File: config.mk
export PLATFORM = sky130hd
export DESIGN_NAME = mem_port_arbiter
export DESIGN_NICKNAME = d
export VERILOG_FILES = /design/src/rtl/mem_arb_pkg.sv /design/src/rtl/mem_arb_prio.sv /design/src/rtl/mem_port_arbiter.sv
export SDC_FILE = /design/constraint.sdc
export NUM_CORES = 1
export LEC_CHECK = 0
export CAP_MARGIN = 20
export CELL_PAD_IN_SITES_DETAIL_PLACEMENT = 0
export CELL_PAD_IN_SITES_GLOBAL_PLACEMENT = 2
export CORE_MARGIN = 8
export CORE_UTILIZATION = 37
export DETAILED_ROUTE_END_ITERATION = 10
export DONT_BUFFER_PORTS = 1
export PLACE_DENSITY = 0.85
export SLEW_MARGIN = 25
export SYNTH_ARGS = -nofsm -noshare
export SYNTH_HDL_FRONTEND = slang
export SYNTH_SLANG_ARGS = --single-unit
File: constraint.sdc
create_clock -name CLK -period 3.8 [get_ports CLK]
set_clock_uncertainty 0.1 [all_clocks]
set_input_delay 0.19 -clock CLK [delete_from_list [all_inputs] [get_ports CLK]]
set_output_delay 0.19 -clock CLK [all_outputs]
set_load 0.03 [all_outputs]
File: src/rtl/mem_arb_pkg.sv
// Shared types and default widths for the fetch/data memory port arbiter.
package mem_arb_pkg;

  localparam int DEF_ADDR_W = 10;
  localparam int DEF_DATA_W = 32;

  typedef enum logic [1:0] {
    IDLE  = 2'd0,
    ISSUE = 2'd1,
    WAIT  = 2'd2,
    RESP  = 2'd3
  } state_e;

  typedef enum logic {
    SRC_IF = 1'b0,
    SRC_D  = 1'b1
  } src_e;

endpackage

File: src/rtl/mem_arb_prio.sv
// Fixed data-over-fetch priority with a saturating starvation counter that
// hands the win to a waiting fetch after STARVE_MAX consecutive losses.
module mem_arb_prio
  import mem_arb_pkg::*;
#(
  parameter int STARVE_MAX = 4
) (
  input  logic CLK,
  input  logic RST,
  input  logic if_req,
  input  logic d_req,
  input  logic arb_point,
  output logic win_valid,
  output src_e win_id
);

  localparam int CW = (STARVE_MAX < 1) ? 1 : $clog2(STARVE_MAX + 1);

  logic [CW-1:0] starve_cnt;
  logic          starved;

  assign starved = (starve_cnt == CW'(STARVE_MAX));

  always_comb begin
    win_valid = if_req | d_req;
    win_id    = SRC_IF;
    if (d_req && !(if_req && starved)) begin
      win_id = SRC_D;
    end
  end

  // Only arbitration points move the counter; a fetch win clears it.
  always_ff @(posedge CLK) begin
    if (RST) begin
      starve_cnt <= '0;
    end else if (arb_point) begin
      if (!if_req || win_id == SRC_IF) begin
        starve_cnt <= '0;
      end else if (!starved) begin
        starve_cnt <= starve_cnt + 1'b1;
      end
    end
  end

endmodule

File: src/rtl/mem_port_arbiter.sv
// Shares one single-port synchronous memory between fetch and data ports.
// Optional per-port grant/conflict counters are enabled by MEM_ARB_STATS_EN.
module mem_port_arbiter
  import mem_arb_pkg::*;
#(
  parameter int ADDR_W     = DEF_ADDR_W,
  parameter int DATA_W     = DEF_DATA_W,
  parameter int MEM_LAT    = 1,
  parameter int STARVE_MAX = 4
) (
  input  logic              CLK,
  input  logic              RST,
  input  logic              if_req,
  input  logic [ADDR_W-1:0] if_addr,
  output logic              if_gnt,
  output logic              if_rvalid,
  output logic [DATA_W-1:0] if_rdata,
  input  logic              d_req,
  input  logic              d_we,
  input  logic [ADDR_W-1:0] d_addr,
  input  logic [DATA_W-1:0] d_wdata,
  output logic              d_gnt,
  output logic              d_rvalid,
  output logic [DATA_W-1:0] d_rdata,
  output logic              mem_en,
  output logic              mem_we,
  output logic [ADDR_W-1:0] mem_addr,
  output logic [DATA_W-1:0] mem_wdata,
  input  logic [DATA_W-1:0] mem_rdata,
  output logic              busy
`ifdef MEM_ARB_STATS_EN
  ,
  output logic [31:0]       stat_if_gnt,
  output logic [31:0]       stat_d_gnt,
  output logic [31:0]       stat_conflict
`endif
);

  if (MEM_LAT < 1 || MEM_LAT > 4) begin : g_lat_chk
    $error("mem_port_arbiter: MEM_LAT must be in 1..4");
  end
  if (STARVE_MAX < 1) begin : g_starve_chk
    $error("mem_port_arbiter: STARVE_MAX must be at least 1");
  end

  state_e            state;
  state_e            state_nxt;
  src_e              lat_id;
  logic [ADDR_W-1:0] lat_addr;
  logic              lat_we;
  logic [DATA_W-1:0] lat_wdata;
  logic [1:0]        wait_cnt;
  logic              last_wait;
  logic              arb_point;
  logic              issue;
  logic              win_valid;
  src_e              win_id;

  assign arb_point = (state == IDLE) || (state == RESP);
  assign issue     = (state == ISSUE);
  assign last_wait = (state == WAIT) && (wait_cnt == 2'(MEM_LAT - 1));

  mem_arb_prio #(
    .STARVE_MAX(STARVE_MAX)
  ) u_prio (
    .CLK      (CLK),
    .RST      (RST),
    .if_req   (if_req),
    .d_req    (d_req),
    .arb_point(arb_point),
    .win_valid(win_valid),
    .win_id   (win_id)
  );

  always_comb begin
    state_nxt = state;
    case (state)
      IDLE, RESP: state_nxt = win_valid ? ISSUE : IDLE;
      ISSUE:      state_nxt = lat_we ? IDLE : WAIT;
      WAIT:       state_nxt = last_wait ? RESP : WAIT;
      default:    state_nxt = IDLE;
    endcase
  end

  always_ff @(posedge CLK) begin
    if (RST) begin
      state     <= IDLE;
      lat_id    <= SRC_IF;
      lat_addr  <= '0;
      lat_we    <= 1'b0;
      lat_wdata <= '0;
      wait_cnt  <= '0;
      if_rdata  <= '0;
      d_rdata   <= '0;
    end else begin
      state <= state_nxt;
      if (arb_point && win_valid) begin
        lat_id <= win_id;
        if (win_id == SRC_D) begin
          lat_addr  <= d_addr;
          lat_we    <= d_we;
          lat_wdata <= d_wdata;
        end else begin
          lat_addr  <= if_addr;
          lat_we    <= 1'b0;
          lat_wdata <= '0;
        end
      end
      if (state == WAIT) begin
        wait_cnt <= last_wait ? 2'd0 : wait_cnt + 2'd1;
      end
      // mem_rdata is only meaningful on the final WAIT edge.
      if (last_wait) begin
        if (lat_id == SRC_D) begin
          d_rdata <= mem_rdata;
        end else begin
          if_rdata <= mem_rdata;
        end
      end
    end
  end

  assign busy      = (state != IDLE);
  assign if_gnt    = issue && (lat_id == SRC_IF);
  assign d_gnt     = issue && (lat_id == SRC_D);
  assign if_rvalid = (state == RESP) && (lat_id == SRC_IF);
  assign d_rvalid  = (state == RESP) && (lat_id == SRC_D);
  assign mem_en    = issue;
  assign mem_we    = issue && lat_we;
  assign mem_addr  = issue ? lat_addr : '0;
  assign mem_wdata = issue ? lat_wdata : '0;

`ifdef MEM_ARB_STATS_EN
  always_ff @(posedge CLK) begin
    if (RST) begin
      stat_if_gnt   <= '0;
      stat_d_gnt    <= '0;
      stat_conflict <= '0;
    end else begin
      if (if_gnt && stat_if_gnt != 32'hFFFF_FFFF) begin
        stat_if_gnt <= stat_if_gnt + 32'd1;
      end
      if (d_gnt && stat_d_gnt != 32'hFFFF_FFFF) begin
        stat_d_gnt <= stat_d_gnt + 32'd1;
      end
      if (arb_point && if_req && d_req && stat_conflict != 32'hFFFF_FFFF) begin
        stat_conflict <= stat_conflict + 32'd1;
      end
    end
  end
`endif

endmodule

==> flow_summary.json <==
{
  "outcome": "finished clean",
  "ant_nets": 0,
  "fillers": 1170,
  "synthCells": 560,
  "worst_slew_pin_slew_ns": 0.954,
  "grt_pass1_wl_mm": 22.2,
  "io_pins": 202,
  "postCtsHoldBufs": 89,
  "cts_tree": "yes",
  "synth_cell_types": 32,
  "dpl_cell_area_sq_mm": 0.00464,
  "grt_pass1_vias": 4148,
  "core_sq_mm": 0.0124,
  "power_density_mw_per_mm2": 515,
  "crit_chain": "inv_1 > ha_1 > nand3_2 > nand3_1 > dlygate4sd3_1 > a311oi_1 > dlygate4sd3_1",
  "power.total_mw": 3.15,
  "max_clock_freq_mhz": 325,
  "cp_num_buf_inv": 3,
  "grt_max_degree": 116,
  "clk_pin_slew_worst_paths_ns": 0.05,
  "tns_ns": 0,
  "num_rows": 41,
  "drive_above_1_share_pct": 6.93,
  "cp_slowest_cell": "nand3_2",
  "antenna_cells": 0,
  "nets": 719,
  "drc_errors": 0,
  "routed-via-count": 4134,
  "cp_max_fo": 45,
  "critical-path-top-delay-family": "buffers and inverters",
  "postLayoutCellArea_sq_mm": 0.00612,
  "startpoint_type": "register",
  "root_buffer": "clkbuf_16",
  "rsz0062_at_grt": "no",
  "p_seq_share_pct": 41.2,
  "multiInputGateArea_sq_mm": 0.00204,
  "antenna_found_initial": 0,
  "htreeDepth": 4,
  "p_int_mw": 2.38,
  "synth_nets": 656,
  "portBuffers": 0,
  "required_ns": 3.99,
  "die_h_um": 128,
  "switching_share_pct": 24.4,
  "p_leak_nw": 2.21,
  "place_congestion": 0.757,
  "reg2reg_depth": 7,
  "hold_path_depth": 3,
  "vias_per_cell": 5.12,
  "clock_path_buffers": 2,
  "p_comb_share_pct": 10.5,
  "cts.sinks": 115,
  "finalSetupViolCount": 0,
  "initial_core_util_pct": 37.2,
  "final_cell_mix": "nand2_1 (131), dfxtp_1 (115), dlygate4sd3_1 (88), a21oi_1 (68), nor2_1 (48)",
  "avgSynthCellArea_sq_um": 8.24,
  "firstDrtPassIters": 4,
  "gr-total-overflow": 0,
  "cpMostUsedCell": "dlygate4sd3_1",
  "hpwl_mm": 8.70,
  "drt-total-wl_mm": 13.8,
  "synth-seq-area-share_pct": 49.9,
  "synthFlopType": "dfxtp_1",
  "max_cap_violations": 0,
  "cts_buffers": 17,
  "crit_type": "register to register",
  "synth_seq_cells": 115,
  "post-route-min-period_ns": 3.08,
  "die-width_um": 128,
  "vdd_ir_drop_max_v": 0.000225,
  "finalHoldViolCount": 0,
  "clk_latency_ns": 0.41,
  "synth_warnings": 0,
  "final-max-slew-violation-count": 0,
  "area_growth_pct": 32.6,
  "postCtsSetupRepairBufs": 0,
  "wire_per_inst_um": 17.1,
  "min_path_type": "input pin to register",
  "first_iter_violations": 210,
  "reg2reg_slack_ns": 0.72,
  "ff_latch_area_sq_mm": 0.00230,
  "track_usage_pct": 17.1,
  "async_reset_ff_share_pct": 0,
  "syn_area_sq_mm": 0.00462,
  "critPathArrivalTime_ns": 3.27,
  "cp.depth": 7,
  "final_common_cell": "nand2_1",
  "final_core_util_pct": 49.3,
  "slowest_delay_ns": 0.74,
  "switchingPower_mw": 0.770,
  "max-slew-margin-rel_pct": 36.3,
  "cts_resized": 0,
  "dieArea_sq_mm": 0.0163,
  "clockPowerShare_pct": 48.3,
  "period_share_pct": 81.1,
  "synth_edf_count": 0,
  "worst_setup_path_end_kind": "register"
}
## sequential cells by signal, summed over array words and instances, names as in the netlist
signal and cells:
lat_wdata 32, lat_addr 10, state 2, lat_we 1, if_rdata 32, lat_id 1, wait_cnt 2, d_rdata 32
u_prio.starve_cnt 3
## per-layer routing
metal  vias to the layer above  share of wire, %  global-route usage [%]
met4                         0               1.2                    7.13
met3                        16               9.9                    7.20
met2                       183                48                    26.8
li1                       2013                 -                       -
met5                         -                 0                       0
met1                      1922                41                    20.1
## final timing paths
check	start	to
max	u_prio.starve_cnt[0]	lat_addr[5]
min	if_req	u_prio.starve_cnt[2]
max reg2reg	u_prio.starve_cnt[0]	lat_addr[5]
min reg2reg	lat_wdata[26]	lat_wdata[26]
## Yosys cell counts, types with 2 or more instances
library cell	n	area share, %
a32oi_1	33	6.3
ha_1	7	1.9
dfxtp_1	115	50
nand2_1	131	11
buf_2	26	2.8
inv_1	9	0.73
a311oi_1	10	1.9
clkbuf_1	23	1.9
nor2b_1	3	0.41
buf_4	2	0.33
a21oi_1	68	7.4
nand3_1	12	1.3
and2_1	45	6.1
o21ai_0	10	1.1
mux2i_1	2	0.43
nor2_1	48	3.9
## cells by family (layout without fill, tap and decap cells)
logic type,Yosys count,after routing,synth area share (%)
AOI/OAI and AO/OA,126,126,17.5
adders and majority gates,7,7,1.90
buffers and inverters,61,136,5.99
DFF,115,115,49.9
and+or+nand+nor,249,249,24.3
muxes,2,2,0.434
## worst register-to-register path: stages (launching register included)
cell	delay, ns
dfxtp_1	0.33
inv_1	0.06
ha_1	0.19
nand3_2	0.74
nand3_1	0.31
dlygate4sd3_1	0.57
a311oi_1	0.08
dlygate4sd3_1	0.57
## through the flow
stage / cells / hold WS, ns / worst slack (ns)
after floorplan: 560 / 0.226 / 2.00
after global placement: 687 / 0.171 / 1.68
after detailed placement: 687 / 0.173 / 1.63
after CTS: 807 / 0.0110 / 0.697
after global routing: 807 / 0.0528 / 0.459
final: 807 / 0.0425 / 0.720
## final cells by class
| cell class | instances | share of cell area (%) |
|---|---|---|
| flip-flops and latches | 115 | 37.6 |
| multi-input cells | 384 | 33.3 |
| repair buffers | 96 | 15.7 |
| clock buffers | 21 | 7.52 |
| well taps | 172 | 3.52 |
| clock inverters | 10 | 1.78 |
| inverters | 9 | 0.552 |
## power groups by stage
stage	clock, mW	combinational (mW)	sequential, mW
floorplan	0	0.211	1.31
global placement	0	0.211	1.32
detailed placement	0	0.217	1.32
CTS	1.56	0.329	1.30
global route	1.62	0.362	1.31
finish	1.52	0.331	1.30
Note: power is estimated with default switching activity, not from simulation.
